`src/rtl/seg7_word_reader.sv`:
```
`default_nettype none
// ============================================================================
//  Module      : seg7_word_reader
//  Description : Recovers the 3-bit UPC code from the six active-low HEX
//                digit patterns (HEX5 first) of a displayed item word,
//                received one digit per accepted cycle.
//                Optional macro FRAME_TIMEOUT_EN enables an idle-cycle
//                abort of partially received frames.
//  Revision    : 1.0 - initial release
// ============================================================================
module seg7_word_reader #(
    parameter int TIMEOUT = 16,
    parameter int TO_W    = 5
) (
    input  logic       clk,
    input  logic       reset,
    input  logic [6:0] digit_in,
    input  logic       digit_valid,
    input  logic       sop,
    output logic       in_ready,
    output logic [2:0] code_out,
    output logic       match,
    output logic       code_valid,
    output logic       frame_err
);

    typedef enum logic [1:0] {
        S_IDLE    = 2'd0,
        S_COLLECT = 2'd1,
        S_DONE    = 2'd2
    } state_t;

    localparam logic [6:0]  c_BLANK       = 7'h7F;
    localparam logic [2:0]  c_NO_CODE     = 3'b111;
    localparam logic [2:0]  c_LAST_IDX    = 3'd5;

    // Words in display order HEX5..HEX0, most significant digit first.
    localparam logic [41:0] c_WORD_GOAT   = {7'h10, 7'h40, 7'h08, 7'h07, 7'h7F, 7'h7F};
    localparam logic [41:0] c_WORD_FISH   = {7'h0E, 7'h7B, 7'h12, 7'h09, 7'h7F, 7'h7F};
    localparam logic [41:0] c_WORD_POTATO = {7'h0C, 7'h40, 7'h07, 7'h08, 7'h07, 7'h40};
    localparam logic [41:0] c_WORD_GUCCI  = {7'h10, 7'h41, 7'h46, 7'h46, 7'h7B, 7'h7F};
    localparam logic [41:0] c_WORD_BEATS  = {7'h03, 7'h06, 7'h08, 7'h07, 7'h12, 7'h7F};
    localparam logic [41:0] c_WORD_PEEP   = {7'h0C, 7'h06, 7'h06, 7'h0C, 7'h7F, 7'h7F};

    state_t            state_q, state_d;
    logic [2:0]        idx_q, idx_d;
    logic [0:5][6:0]   buf_q, buf_d;       // index 0 holds HEX5
    logic [2:0]        code_q, code_d;
    logic              match_q, match_d;
    logic              abort_d;

    logic              accept;
    logic [41:0]       frame_word;
    logic [2:0]        lk_code;
    logic              lk_match;

    assign in_ready   = (state_q != S_DONE);
    assign accept     = digit_valid && in_ready;
    assign code_out   = code_q;
    assign match      = match_q;
    assign code_valid = (state_q == S_DONE);

    // The last digit is compared straight from the input so the result can
    // be registered in the cycle it is accepted.
    assign frame_word = {buf_q[0:4], digit_in};

`ifdef FRAME_TIMEOUT_EN
    logic [TO_W-1:0]   to_cnt_q;
    logic              frame_err_q;
    logic              timeout_hit;

    assign timeout_hit = (to_cnt_q == TO_W'(TIMEOUT - 1));
    assign frame_err   = frame_err_q;

    // Idle-cycle counter: runs only while collecting and no digit is taken.
    always_ff @(posedge clk) begin
        if (reset || (state_q != S_COLLECT) || accept) begin
            to_cnt_q <= '0;
        end else begin
            to_cnt_q <= to_cnt_q + 1'b1;
        end
    end

    // One-cycle abort indication following a timeout.
    always_ff @(posedge clk) begin
        if (reset) begin
            frame_err_q <= 1'b0;
        end else begin
            frame_err_q <= abort_d;
        end
    end
`else
    logic [TO_W-1:0]   unused_timeout;

    assign unused_timeout = TO_W'(TIMEOUT);
    assign frame_err      = 1'b0;
`endif

    // Table lookup of the complete frame; unknown words map to the no-code.
    always_comb begin
        lk_code  = c_NO_CODE;
        lk_match = 1'b1;
        case (frame_word)
            c_WORD_GOAT:   lk_code = 3'b000;
            c_WORD_FISH:   lk_code = 3'b001;
            c_WORD_POTATO: lk_code = 3'b011;
            c_WORD_GUCCI:  lk_code = 3'b100;
            c_WORD_BEATS:  lk_code = 3'b101;
            c_WORD_PEEP:   lk_code = 3'b110;
            default: begin
                lk_code  = c_NO_CODE;
                lk_match = 1'b0;
            end
        endcase
    end

    // Next-state logic: frame assembly, restart on sop, result capture.
    always_comb begin
        state_d = state_q;
        idx_d   = idx_q;
        buf_d   = buf_q;
        code_d  = code_q;
        match_d = match_q;
        abort_d = 1'b0;
        case (state_q)
            S_IDLE: begin
                if (accept && sop) begin
                    buf_d[0] = digit_in;
                    idx_d    = 3'd1;
                    state_d  = S_COLLECT;
                end
            end
            S_COLLECT: begin
                if (accept) begin
                    if (sop) begin
                        buf_d[0] = digit_in;
                        idx_d    = 3'd1;
                    end else if (idx_q == c_LAST_IDX) begin
                        buf_d[5] = digit_in;
                        code_d   = lk_code;
                        match_d  = lk_match;
                        idx_d    = 3'd0;
                        state_d  = S_DONE;
                    end else begin
                        buf_d[idx_q] = digit_in;
                        idx_d        = idx_q + 3'd1;
                    end
                end
`ifdef FRAME_TIMEOUT_EN
                else if (timeout_hit) begin
                    buf_d   = {6{c_BLANK}};
                    idx_d   = 3'd0;
                    abort_d = 1'b1;
                    state_d = S_IDLE;
                end
`endif
            end
            S_DONE: begin
                state_d = S_IDLE;
            end
            default: begin
                state_d = S_IDLE;
                idx_d   = 3'd0;
            end
        endcase
    end

    // State, buffer and result registers.
    always_ff @(posedge clk) begin
        if (reset) begin
            state_q <= S_IDLE;
            idx_q   <= 3'd0;
            buf_q   <= {6{c_BLANK}};
            code_q  <= c_NO_CODE;
            match_q <= 1'b0;
        end else begin
            state_q <= state_d;
            idx_q   <= idx_d;
            buf_q   <= buf_d;
            code_q  <= code_d;
            match_q <= match_d;
        end
    end

endmodule
`default_nettype wire

```
`config.mk`:
```
export PLATFORM = sky130hd
export DESIGN_NAME = seg7_word_reader
export DESIGN_NICKNAME = d
export VERILOG_FILES = /design/src/rtl/seg7_word_reader.sv
export SDC_FILE = /design/constraint.sdc
export NUM_CORES = 1
export LEC_CHECK = 0
export ABC_AREA = 1
export CAP_MARGIN = 15
export CORE_UTILIZATION = 60
export CTS_BUF_LIST = sky130_fd_sc_hd__clkbuf_8
export DETAILED_ROUTE_END_ITERATION = 8
export PLACE_DENSITY = 0.85
export SYNTH_ARGS = -nofsm -noshare
export SYNTH_HDL_FRONTEND = slang
export SYNTH_SLANG_ARGS = --single-unit
```
`constraint.sdc`:
```
create_clock -name clk -period 1.8 [get_ports clk]
set_input_delay 0.36 -clock clk [delete_from_list [all_inputs] [get_ports clk]]
set_output_delay 0.36 -clock clk [all_outputs]
set_load 0.02 [all_outputs]
```
### Word level (Yosys, flattened, before mapping)

Cells that the tools add are included.

| cells by class | value |
|---|---|
| add/sub/neg operators | 1 |
| $mul | 0 |
| divide/modulo/power cells | 0 |
| $lt $le $gt $ge | 2 |
| eq/ne operators | 15 |
| shift operators | 0 |
| mux-type cells | 22 |
| bitwise logic cells | 4 |
| reductions and logical operators | 12 |

Operator list:

| kind | count |
|---|---|
| $eq A42 B39 Y1 const B | 3 |
| $eq A42 B40 Y1 const B | 2 |
| $mux W35 | 2 |
| $bwmux W42 | 1 |
| $eq A42 B37 Y1 const B | 1 |
| $mux W42 | 1 |
| $mux W7 | 4 |
| $demux W7 S3 | 1 |
| $pmux W3 S6 | 1 |
| $reduce_and A4 Y1 | 4 |
| $pmux W7 S2 | 1 |
| $mux W3 | 4 |
| $ne A2 B2 Y1 const B | 5 |
| $pmux W3 S3 | 1 |
| $mux W2 | 4 |
| $reduce_and A3 Y1 | 2 |
| $reduce_or A6 Y1 | 1 |
| $ge A4 B4 Y1 const B | 1 |
| $lt A4 B1 Y1 const B | 1 |
| $not A3 Y4 | 1 |
| $pmux W2 S2 | 1 |
| $add A3 B1 Y3 const B | 1 |
| $eq A3 B3 Y1 const B | 1 |
| $logic_and A1 B1 Y1 | 3 |
| 7 further kinds | 9 |

| word-level totals | value |
|---|---|
| register bits after elaboration | 51 |
| latch bits | 0 |
| RAM bits | 0 |
| ROM bits | 0 |
| bits of input ports | 11 |
| output and inout bits | 7 |
| memories kept | 0 |

### Logic depth before layout (Yosys ltp)

Gate-level depths: netlist (run 1).

| depth | value |
|---|---|
| word-level depth | 10 |
| depth in mapped cells | 13 |
| mapped depth without buffers | 13 |

### Least setup slack after synthesis (run 1)

No wires, ideal clock.

| path | value |
|---|---|
| kind | flip-flop to flip-flop |
| from | register state_q[1] |
| to | register buf_q[10] (netlist name) |
| setup time | 0.137 ns |
| data arrival time | 1.351 ns |
| data required time | 1.663 ns |
| slack | 0.312 ns |
| cell stages (with the launch flop) | 11 |
| buffers on the path | 1 |
| period minus slack after synthesis | 1.488 ns |
| cell sequence | dfxtp_1 > inv_1 > nor2_2 > nor2_1 > nand3_2 > inv_2 > nand4_2 > inv_2 > buf_6 > nand2_1 > o211ai_2 |

| on the way | value |
|---|---|
| cells in the longest elaborated chain, start to end | 3 |
| elaborated cells between the ends (all ways) | 4 |

RTL lines:

| item | RTL line | text |
|---|---|---|
| start: declaration | 45 | `state_t state_q, state_d;` |
| start signal: assignment | 177 | `state_q <= state_d;` |
| $ne A2 B2 Y1 | 57 | `assign in_ready = (state_q != S_DONE);` |
| $logic_and A1 B1 Y1 | 58 | `assign accept = digit_valid && in_ready;` |
| $reduce_and A4 Y1 (no source line) (*) | - |  |
| end signal: assignment | 173 | `buf_q <= {6{c_BLANK}};` |
| end signal: assignment | 179 | `buf_q <= buf_d;` |
| end: declaration | 47 | `logic [0:5][6:0] buf_q, buf_d;` |

Every way passes the cells marked *; elsewhere a longest branch is shown, timed or not.
A chain may end at the register's enable or synchronous reset.

### Worst setup path after layout (run 1)

| path | value |
|---|---|
| from | register state_q[1] |
| to | output port in_ready |

| on the way | value |
|---|---|
| cells in the longest elaborated chain, start to end | 1 |

RTL lines:

| item | RTL line | text |
|---|---|---|
| $ne A2 B2 Y1 | 57 |  |
| end: declaration | 20 | `output logic in_ready,` |

No other way between the ends.

==> summary.json, run 1 <==
{
  "flow_run": {
    "maxCapViolations": 0
  },
  "cells_and_area": {
    "synthToLayoutAreaGrowth_pct": 19.71,
    "finish.utilization": 0.7485,
    "fin_nets": 438,
    "post_layout_nonfiller_instances": 478,
    "drive_gt1_frac": 0.1472,
    "antenna_cells_inserted": 0
  },
  "grt": {
    "met2_usage": 0.5278,
    "grt_start_max_net_pins": 34,
    "grt_overflow_total": 0,
    "vias_in_the_first_global_route": 2414,
    "gr-usage-met3": 0.06849,
    "grt_pass1_wl_microns": 10980,
    "global_route.usage.met1": 0.4460,
    "grt.busiest_layer": "met2",
    "grt_usage": 0.3360,
    "antenna_violations_before_repair": 0
  },
  "sta": {
    "slew_violations": 0,
    "finalClockSkew_ns": 0.004500,
    "timing.final.setup_violations": 0,
    "grt_setup_unrepaired": "no",
    "final_hold_viol_count": 0,
    "fin_tns_setup_ns": 0,
    "min_period_over_period": 0.9403,
    "finalWorstPathRequiredPeriod_ns": 1.692,
    "achievable-frequency_ghz": 0.5908
  },
  "pwr": {
    "power.switching_uw": 531.9,
    "p_clk_frac": 0.397,
    "share_seq_of_total_power": 0.493,
    "intPower_uw": 1539,
    "static_power_due_to_leakage_uw": 0.001461,
    "p_sw_frac": 0.2568,
    "combinationalPowerShare": 0.110,
    "power.total_uw": 2071,
    "power_density_nw_per_um2": 691.7,
    "ir_worst_vdd_mv": 0.5337
  },
  "setup_path": {
    "critical_path.max_fanout": 4,
    "criticalPathCategory": "flip-flop to primary output",
    "worstPathBufferInverterCount": 3,
    "worstPathCellList": "inv_1 -> nor2_2 -> inv_1 -> dlygate4sd2_1",
    "critical_path_arrival_ns": 1.33,
    "worstSetupEndpointType": "primary output",
    "critical_path.startpoint_type": "flip-flop",
    "cp_max_stage_delay_ns": 0.41,
    "timing.critical_path.required_ns": 1.44,
    "critPathSlowestCell": "dfxtp_1",
    "path_common_cell": "inv_1",
    "critical_path.top_delay_family": "buffers and inverters"
  },
  "yosys": {
    "synth.avg_cell_area_sq_um": 6.413,
    "synth_top_flop_cell": "dfxtp_1",
    "netlist_top_cells_count": "nand2_1, nor2_1, inv_1, dfxtp_1, o211ai_1",
    "post_synth_fa_ha_maj_area_fraction": 0,
    "yosys-top-cells-area": "dfxtp_1, nand2_1, nor2_1",
    "synth_cells": 390,
    "netlist.area_leader.share": 0.3522,
    "synth-compound-area-share": 0.1396,
    "synth-simple-area-share": 0.3837,
    "synth_xor_xnor_area_share": 0,
    "ys_ff_latch": 44,
    "synth-edff-count": 0,
    "netlist_area_sq_um": 2501,
    "post_synth_mux_area_share": 0,
    "portion_of_the_post_synthesis_area_used_by_sequential_elements": 0.3522,
    "synthArstFlopShare": 0,
    "yosys_warnings": 0,
    "dominant_combinational_cell_family_by_area_after_synthesis": "simple AND/OR/NAND/NOR gates",
    "syn_nets": 401,
    "most_used_standard_cell_by_instance_count_after_synthesis": "nand2_1",
    "netlist-cell-type-count": 28,
    "yosysTopAreaCell": "dfxtp_1"
  },
  "clocking": {
    "max-clock-path-buffers": 2,
    "cts_buffers": 5,
    "worst_skew_pair.late_latency_ns": 0.30,
    "cts_htree_levels": 2,
    "clkSlewWorstSetupHoldPaths_ns": 0.09,
    "clock_tree.root_cell": "clkbuf_8",
    "cts_sinks": 44,
    "tritoncts": "done",
    "number_of_hold_buffers_added_after_cts": 0
  },
  "floorplanning": {
    "die_span_in_x_microns": 66.57,
    "std_cell_rows": 23,
    "initial_cell_density_of_the_core": 0.6253,
    "die_height_microns": 66.57,
    "die_area_sq_um": 4431,
    "num_io_pins": 18,
    "floorplan.core_area_sq_um": 4000
  },
  "routing": {
    "routedWlPerCell_microns": 14.22,
    "routed-via-count": 2590,
    "vias_per_cell": 5.418,
    "drt_first_pass_iters": 5,
    "remaining_drc_errors": 0,
    "drtIter0Drc": 207,
    "drtAntennaViolNets": 0,
    "route.final.wire_length_microns": 6797
  },
  "worst_hold_path": {
    "worst_hold_path_type": "primary input to flip-flop"
  },
  "placement": {
    "place_hpwl_microns": 5087,
    "post-place-cells": 470,
    "place_congestion": 0.9983,
    "port_buffers": 16
  },
  "run_status": {
    "outcome": "finished clean"
  }
}
## registers in the layout (all words and copies together), names as in the netlist
name / count
buf_q: 35
code_out: 3
idx_q: 3
state_q: 2
match: 1
## worst paths after layout
check | start | to | slack, ns | cells past startpoint
min | digit_in[3] | buf_q[10]$_SDFFE_PP1P_ | 0.44 | 3
max | state_q[1]$_SDFFE_PP0P_ | in_ready | 0.11 | 4
max reg2reg | buf_q[41]$_SDFFE_PP1P_ | code_out[0]$_SDFFE_PP1P_ | 0.21 | 10
min reg2reg | match$_SDFFE_PP0P_ | match$_SDFFE_PP0P_ | 0.48 | 2
## layer usage
layer,part of all wire,up-vias
met5,0,-
met3,0.066,18
met1,0.45,1182
met2,0.45,79
met4,0.028,0
li1,-,1311
## stage by stage
stage	setup slack (ns)	hold WS, ns	instance area [sq um]
6_report	0.1075	0.4394	2994
5_1_grt	0.001012	0.4554	2994
4_1_cts	0.08235	0.4718	2977
3_5_place_dp	-0.2025	0.4578	2858
3_3_place_gp	-0.1572	0.4442	2858
2_1_floorplan	0.3116	0.4508	2501
## logic make-up (layout without fill, tap and decap cells)
kind of cell / count (synthesis) / count (layout)
AOI/OAI and AO/OA: 51 / 51
buffers and inverters: 73 / 111
DFF: 44 / 44
and+or+nand+nor: 221 / 221
other: 1 / 1
## cell usage in the layout, fill, tap and decap left out
cell type	n
or2_2	2
nand3_2	1
o211ai_2	3
nand4_2	2
o21ai_0	3
conb_1	1
o211ai_1	24
inv_2	10
clkinv_4	1
o211a_1	1
nor2_4	2
dlygate4sd2_1	2
a21oi_1	11
nor2_1	67
a221oi_1	1
nand3_1	19
bufinv_16	1
o31ai_1	1
o21ai_1	7
buf_12	2
nand4_1	6
clkbuf_8	6
nor3_4	1
nor3_1	4
dlymetal6s2s_1	6
inv_1	53
nand2_2	4
buf_4	22
dfxtp_1	44
clkdlybuf4s50_1	8
nor2_2	6
nand3b_1	2
nand2_1	105
## repair_timing
action / in CTS / in global routing
endpoints found under the setup margin: 2 / 16
setup buffers: 0 / 0
pin swaps: 0 / 1
gates resized for setup: 2 / 7
## cell type report
cell class                 count  area, sq um
multi-input combinational    273         1315
inverter                      63        236.5
sequential                    44        880.8
timing repair buffer          40        377.9
clock buffer                   6        82.58
tap                           50        62.56
fill                         325         1006
clock inverter                 2        38.79
## worst min-delay path: cells and delay by family
kind,cells,cell delay [ns]
buf+inv,1,0.19
simple gates,1,0.09
compound gates,1,0.06
## power groups by stage
stage	Clock, uW	Sequential (uW)	Combinational (uW)
6_report	822	1020	229
5_1_grt	856	1020	248
4_1_cts	823	1020	226
3_5_place_dp	0	1040	225
3_3_place_gp	0	1040	221
2_1_floorplan	0	1040	126
(Power assumes the default switching activity.)
==> run 2, diff against run 1 <==
--- a/config.mk
+++ b/config.mk
@@ -5,9 +5,9 @@
 export SDC_FILE = /design/constraint.sdc
 export NUM_CORES = 1
 export LEC_CHECK = 0
-export ABC_AREA = 1
+export ABC_AREA = 0
 export CAP_MARGIN = 15
-export CORE_UTILIZATION = 60
+export CORE_UTILIZATION = 59
 export CTS_BUF_LIST = sky130_fd_sc_hd__clkbuf_8
 export DETAILED_ROUTE_END_ITERATION = 8
 export PLACE_DENSITY = 0.85
==> run 2 against run 1 <==
  * Via count fell by 12%
  * Sequential share of layout area rose by 0.32 points
  * Maximum frequency down 13%
  * The flow now finishes with violations (negative setup slack)
  * Utilization rose by 12 points
  * Count of clock-buffer cells in the layout stayed put
  * Worst setup slack got worse by 0.26 ns
  * Die area decreased by 12%
  * Highest routed layer unchanged
  * Cell count fell by 28%
  * Clock skew barely moved
  * Clock power is 21% lower
==> summary.json, run 2 <==
{
  "placement": {
    "port_buffers": {"value": 16, "change": "unchanged"},
    "place_congestion": {"value": 0.9656, "change": "-3.3%"},
    "place_hpwl": {"value": 4350, "unit": "microns", "change": "-14%"},
    "placement.cell_area": {"value": 2749, "unit": "sq um", "change": "-3.8%"}
  },
  "routing": {
    "drtIter0Drc": {"value": 294, "change": "+42%"},
    "route.final.wire_length": {"value": 7171, "unit": "microns", "change": "+5.5%"},
    "vias_per_cell": {"value": 6.616, "change": "+22%"},
    "remaining_drc_errors": {"value": 0, "change": "unchanged"},
    "routedWlPerCell": {"value": 20.73, "unit": "microns", "change": "+46%"},
    "drt_first_pass_iters": {"value": 7, "change": "+2"},
    "drtAntennaViolNets": {"value": 0, "change": "unchanged"},
    "routed-via-count": {"value": 2289, "change": "-12%"}
  },
  "yosys": {
    "synth-edff-count": {"value": 0, "change": "unchanged"},
    "netlist_area": {"value": 2148, "unit": "sq um", "change": "-14%"},
    "netlist-cell-type-count": {"value": 45, "change": "+61%"},
    "most_used_standard_cell_by_instance_count_after_synthesis": "dfxtp_1",
    "netlist.area_leader.share": {"value": 0.4100, "change": "+0.05784"},
    "synth_top_flop_cell": "dfxtp_1",
    "netlist_top_cells_count": "dfxtp_1, a211o_1, nor2_1, nor2b_1, inv_1",
    "synthArstFlopShare": {"value": 0, "change": "unchanged"},
    "ys_ff_latch": {"value": 44, "change": "unchanged"},
    "synth.avg_cell_area": {"value": 9.506, "unit": "sq um", "change": "+48%"},
    "yosysTopAreaCell": "dfxtp_1",
    "synth_cells": {"value": 226, "change": "-42%"},
    "syn_nets": {"value": 237, "change": "-41%"},
    "portion_of_the_post_synthesis_area_used_by_sequential_elements": {"value": 0.4100, "change": "+0.05784"},
    "yosys-top-cells-area": "dfxtp_1, a211o_1, nor2_1",
    "yosys_warnings": {"value": 0, "change": "unchanged"}
  },
  "pwr": {
    "power.total": {"value": 1828, "unit": "uW", "change": "-12%"},
    "p_clk_frac": {"value": 0.355, "change": "-0.042"},
    "combinationalPowerShare": {"value": 0.093, "change": "-0.017"},
    "static_power_due_to_leakage": {"value": 0.001358, "unit": "uW", "change": "-7.1%"},
    "ir_worst_vdd": {"value": 0.6620, "unit": "mV", "change": "+24%"},
    "share_seq_of_total_power": {"value": 0.552, "change": "+0.059"},
    "p_sw_frac": {"value": 0.2475, "change": "-0.009324"},
    "power_density": {"value": 612.8, "unit": "nW/um^2", "change": "-11%"},
    "power.switching": {"value": 452.4, "unit": "uW", "change": "-15%"},
    "intPower": {"value": 1376, "unit": "uW", "change": "-11%"}
  },
  "run_status": {
    "failed_checks": "negative setup slack",
    "outcome": "complete, but fails checks"
  },
  "cells_and_area": {
    "antenna_cells_inserted": {"value": 0, "change": "unchanged"},
    "final-seq-area": {"value": 887.1, "unit": "sq um", "change": "+0.71%"},
    "mostFrequentLayoutCell": "buf_4",
    "synthToLayoutAreaGrowth_pct": 38.85,
    "largest_register_ffs": {"value": 35, "change": "unchanged"},
    "stdcell_area": {"value": 2983, "unit": "sq um", "change": "-0.38%"},
    "mostFrequentLayoutCells": "buf_4, dfxtp_1, a211o_1",
    "fillCellCount": {"value": 170, "change": "-48%"},
    "fin_nets": {"value": 310, "change": "-29%"},
    "drive_gt1_frac": {"value": 0.3400, "change": "+0.1928"},
    "top_register": "buf_q",
    "area_used_by_multi_input_combinational_logic": {"value": 1282, "unit": "sq um", "change": "-2.5%"}
  },
  "setup_path": {
    "cp_max_stage_delay": {"value": 0.35, "unit": "ns", "change": "-0.06 ns"},
    "criticalPathCategory": "flip-flop to flip-flop",
    "number_of_cells_traversed_by_the_worst_register_to_register_path": {"value": 7, "change": "-3"},
    "worstSetupEndpointType": "flip-flop",
    "critical_path.max_fanout": {"value": 3, "change": "-1"},
    "ff_to_ff_end": "match$_SDFFE_PP0P_",
    "critPathSlowestCell": "dfxtp_2",
    "regToRegSetupSlack": {"value": -0.15, "unit": "ns", "change": "-0.36 ns"},
    "rr_startpoint": "buf_q[28]$_SDFFE_PP1P_",
    "critical_path_arrival": {"value": 2.18, "unit": "ns", "change": "+0.85 ns"},
    "critical_path.startpoint_type": "flip-flop",
    "timing.critical_path.required": {"value": 2.03, "unit": "ns", "change": "+0.59 ns"},
    "worstPathCellList": "buf_4 -> nor4b_2 -> nand3_1 -> nor3_1 -> nor2_1 -> o21ba_4 -> a221oi_2"
  },
  "grt": {
    "vias_in_the_first_global_route": {"value": 2201, "change": "-8.8%"},
    "grt_start_max_net_pins": {"value": 46, "change": "+35%"},
    "grt_overflow_total": {"value": 0, "change": "unchanged"},
    "antenna_violations_before_repair": {"value": 0, "change": "unchanged"},
    "grt_usage": {"value": 0.3826, "change": "+0.04662"},
    "grt_pass1_wl": {"value": 11140, "unit": "microns", "change": "+1.4%"}
  },
  "sta": {
    "finalClockSkew": {"value": 0.004991, "unit": "ns", "change": "+0.0004904 ns"},
    "achievable-frequency": {"value": 0.5129, "unit": "GHz", "change": "-13%"},
    "finalWorstPathRequiredPeriod": {"value": 1.950, "unit": "ns", "change": "+0.2572 ns"},
    "grt_setup_unrepaired": "yes",
    "setup_ws": {"value": -0.1496, "unit": "ns", "change": "-0.2572 ns"},
    "min_period_over_period": {"value": 1.083, "change": "+0.1429"},
    "timing.final.setup_violations": {"value": 2, "change": "+2"},
    "slew_violations": {"value": 0, "change": "unchanged"},
    "final_hold_viol_count": {"value": 0, "change": "unchanged"}
  },
  "floorplanning": {
    "initial_cell_density_of_the_core": {"value": 0.6289, "change": "+0.003664"},
    "floorplan.core_area": {"value": 3416, "unit": "sq um", "change": "-15%"},
    "die_area": {"value": 3886, "unit": "sq um", "change": "-12%"},
    "die_span_in_x": {"value": 62.34, "unit": "microns", "change": "-6.3%"},
    "std_cell_rows": {"value": 21, "change": "-8.7%"},
    "num_io_pins": {"value": 18, "change": "unchanged"},
    "die_height": {"value": 62.34, "unit": "microns", "change": "-6.3%"}
  },
  "worst_hold_path": {
    "hold_path_end": "match$_SDFFE_PP0P_",
    "worst_hold_path_type": "flip-flop to flip-flop",
    "holdPathStages": {"value": 2, "change": "-1"},
    "worst_hold_startpoint": "match$_SDFFE_PP0P_"
  },
  "clocking": {
    "max-clock-path-buffers": {"value": 2, "change": "unchanged"},
    "clock_tree.root_cell": "clkbuf_8",
    "cts_htree_levels": {"value": 2, "change": "unchanged"},
    "tritoncts": "done",
    "cts_sinks": {"value": 44, "change": "unchanged"},
    "cts_buffers": {"value": 5, "change": "unchanged"},
    "clkSlewWorstSetupHoldPaths": {"value": 0.08, "unit": "ns", "change": "about the same"},
    "worst_skew_pair.late_latency": {"value": 0.31, "unit": "ns", "change": "about the same"},
    "number_of_hold_buffers_added_after_cts": {"value": 0, "change": "unchanged"}
  },
  "flow_run": {
    "maxCapViolations": {"value": 0, "change": "unchanged"}
  }
}
==> run 2: area by class of cell <==
class                           instances  area share
Tap cell                               46     0.01930
Clock buffer                            6     0.02768
Sequential cell                        44      0.2974
Clock inverter                          2    0.003356
Multi-Input combinational cell        162      0.4299
Inverter                                9     0.01133
Timing Repair Buffer                   77      0.2110
==> run 2: repair_timing <==
action / 4_1_cts / 5_1_grt
resized for setup: 29 / 9
pin swaps: 9 / 10
hold endpoints to repair: 0 / 0
buffers inserted: 3 / 0
gates cloned: 1 / 0
setup endpoints to repair: 22 / 7
==> run 2: how the worst max path moves through the flow <==
stage | startpoint | end
2_1_floorplan | digit_in[5] | match$_SDFFE_PP0P_
5_1_grt | buf_q[28]$_SDFFE_PP1P_ | match$_SDFFE_PP0P_
6_report | buf_q[28]$_SDFFE_PP1P_ | match$_SDFFE_PP0P_
3_3_place_gp | digit_in[5] | match$_SDFFE_PP0P_
4_1_cts | buf_q[33]$_SDFFE_PP1P_ | match$_SDFFE_PP0P_
3_5_place_dp | digit_in[1] | match$_SDFFE_PP0P_
==> run 2: metrics by stage <==
step	hold WS, ns	worst slack (ns)	cells	TNS, ns	util
floorplan	0.4506	0.0002686	226	0	-
global placement	0.4540	-0.5119	335	-8.327	0.8048
detailed placement	0.4533	-0.5620	335	-9.965	0.8048
CTS	0.4726	-0.1401	347	-0.2469	0.8626
global route	0.5190	-0.2788	346	-0.6598	0.8733
finish	0.4823	-0.1496	346	-0.2611	0.8733
==> run 2: cells by family (layout without fill, tap and decap cells) <==
logic type | after synthesis | after routing | share of synthesized area
buffers and inverters | 20 | 94 | 0.04601
AO/OA/AOI/OAI | 54 | 54 | 0.2126
flip-flops | 44 | 44 | 0.4100
AND/OR/NAND/NOR | 107 | 107 | 0.3296
other | 1 | 1 | 0.001746
==> run 2: power by group through the flow <==
stage	clock [uW]	sequential [uW]	combinational, uW
CTS	650	1010	162
floorplan	0	1030	72.8
detailed placement	0	1030	160
global placement	0	1030	158
finish	649	1010	169
global route	679	1010	180
==> run 2: worst max-delay path: cells and delay by family (launching register included) <==
kind	cells	cell delay, ns
flops	1	0.35
compound gates	2	0.40
simple gates	4	0.98
buf+inv	1	0.15
==> run 2: metal layers <==
metal  vias to the layer above  routed length [microns]  track usage
li1                        991                        -            -
met1                      1077                     2692       0.4762
met2                       167                     3362       0.6264
met3                        54                      723      0.06801
met4                         0                      392       0.2093
met5                         -                        0            0
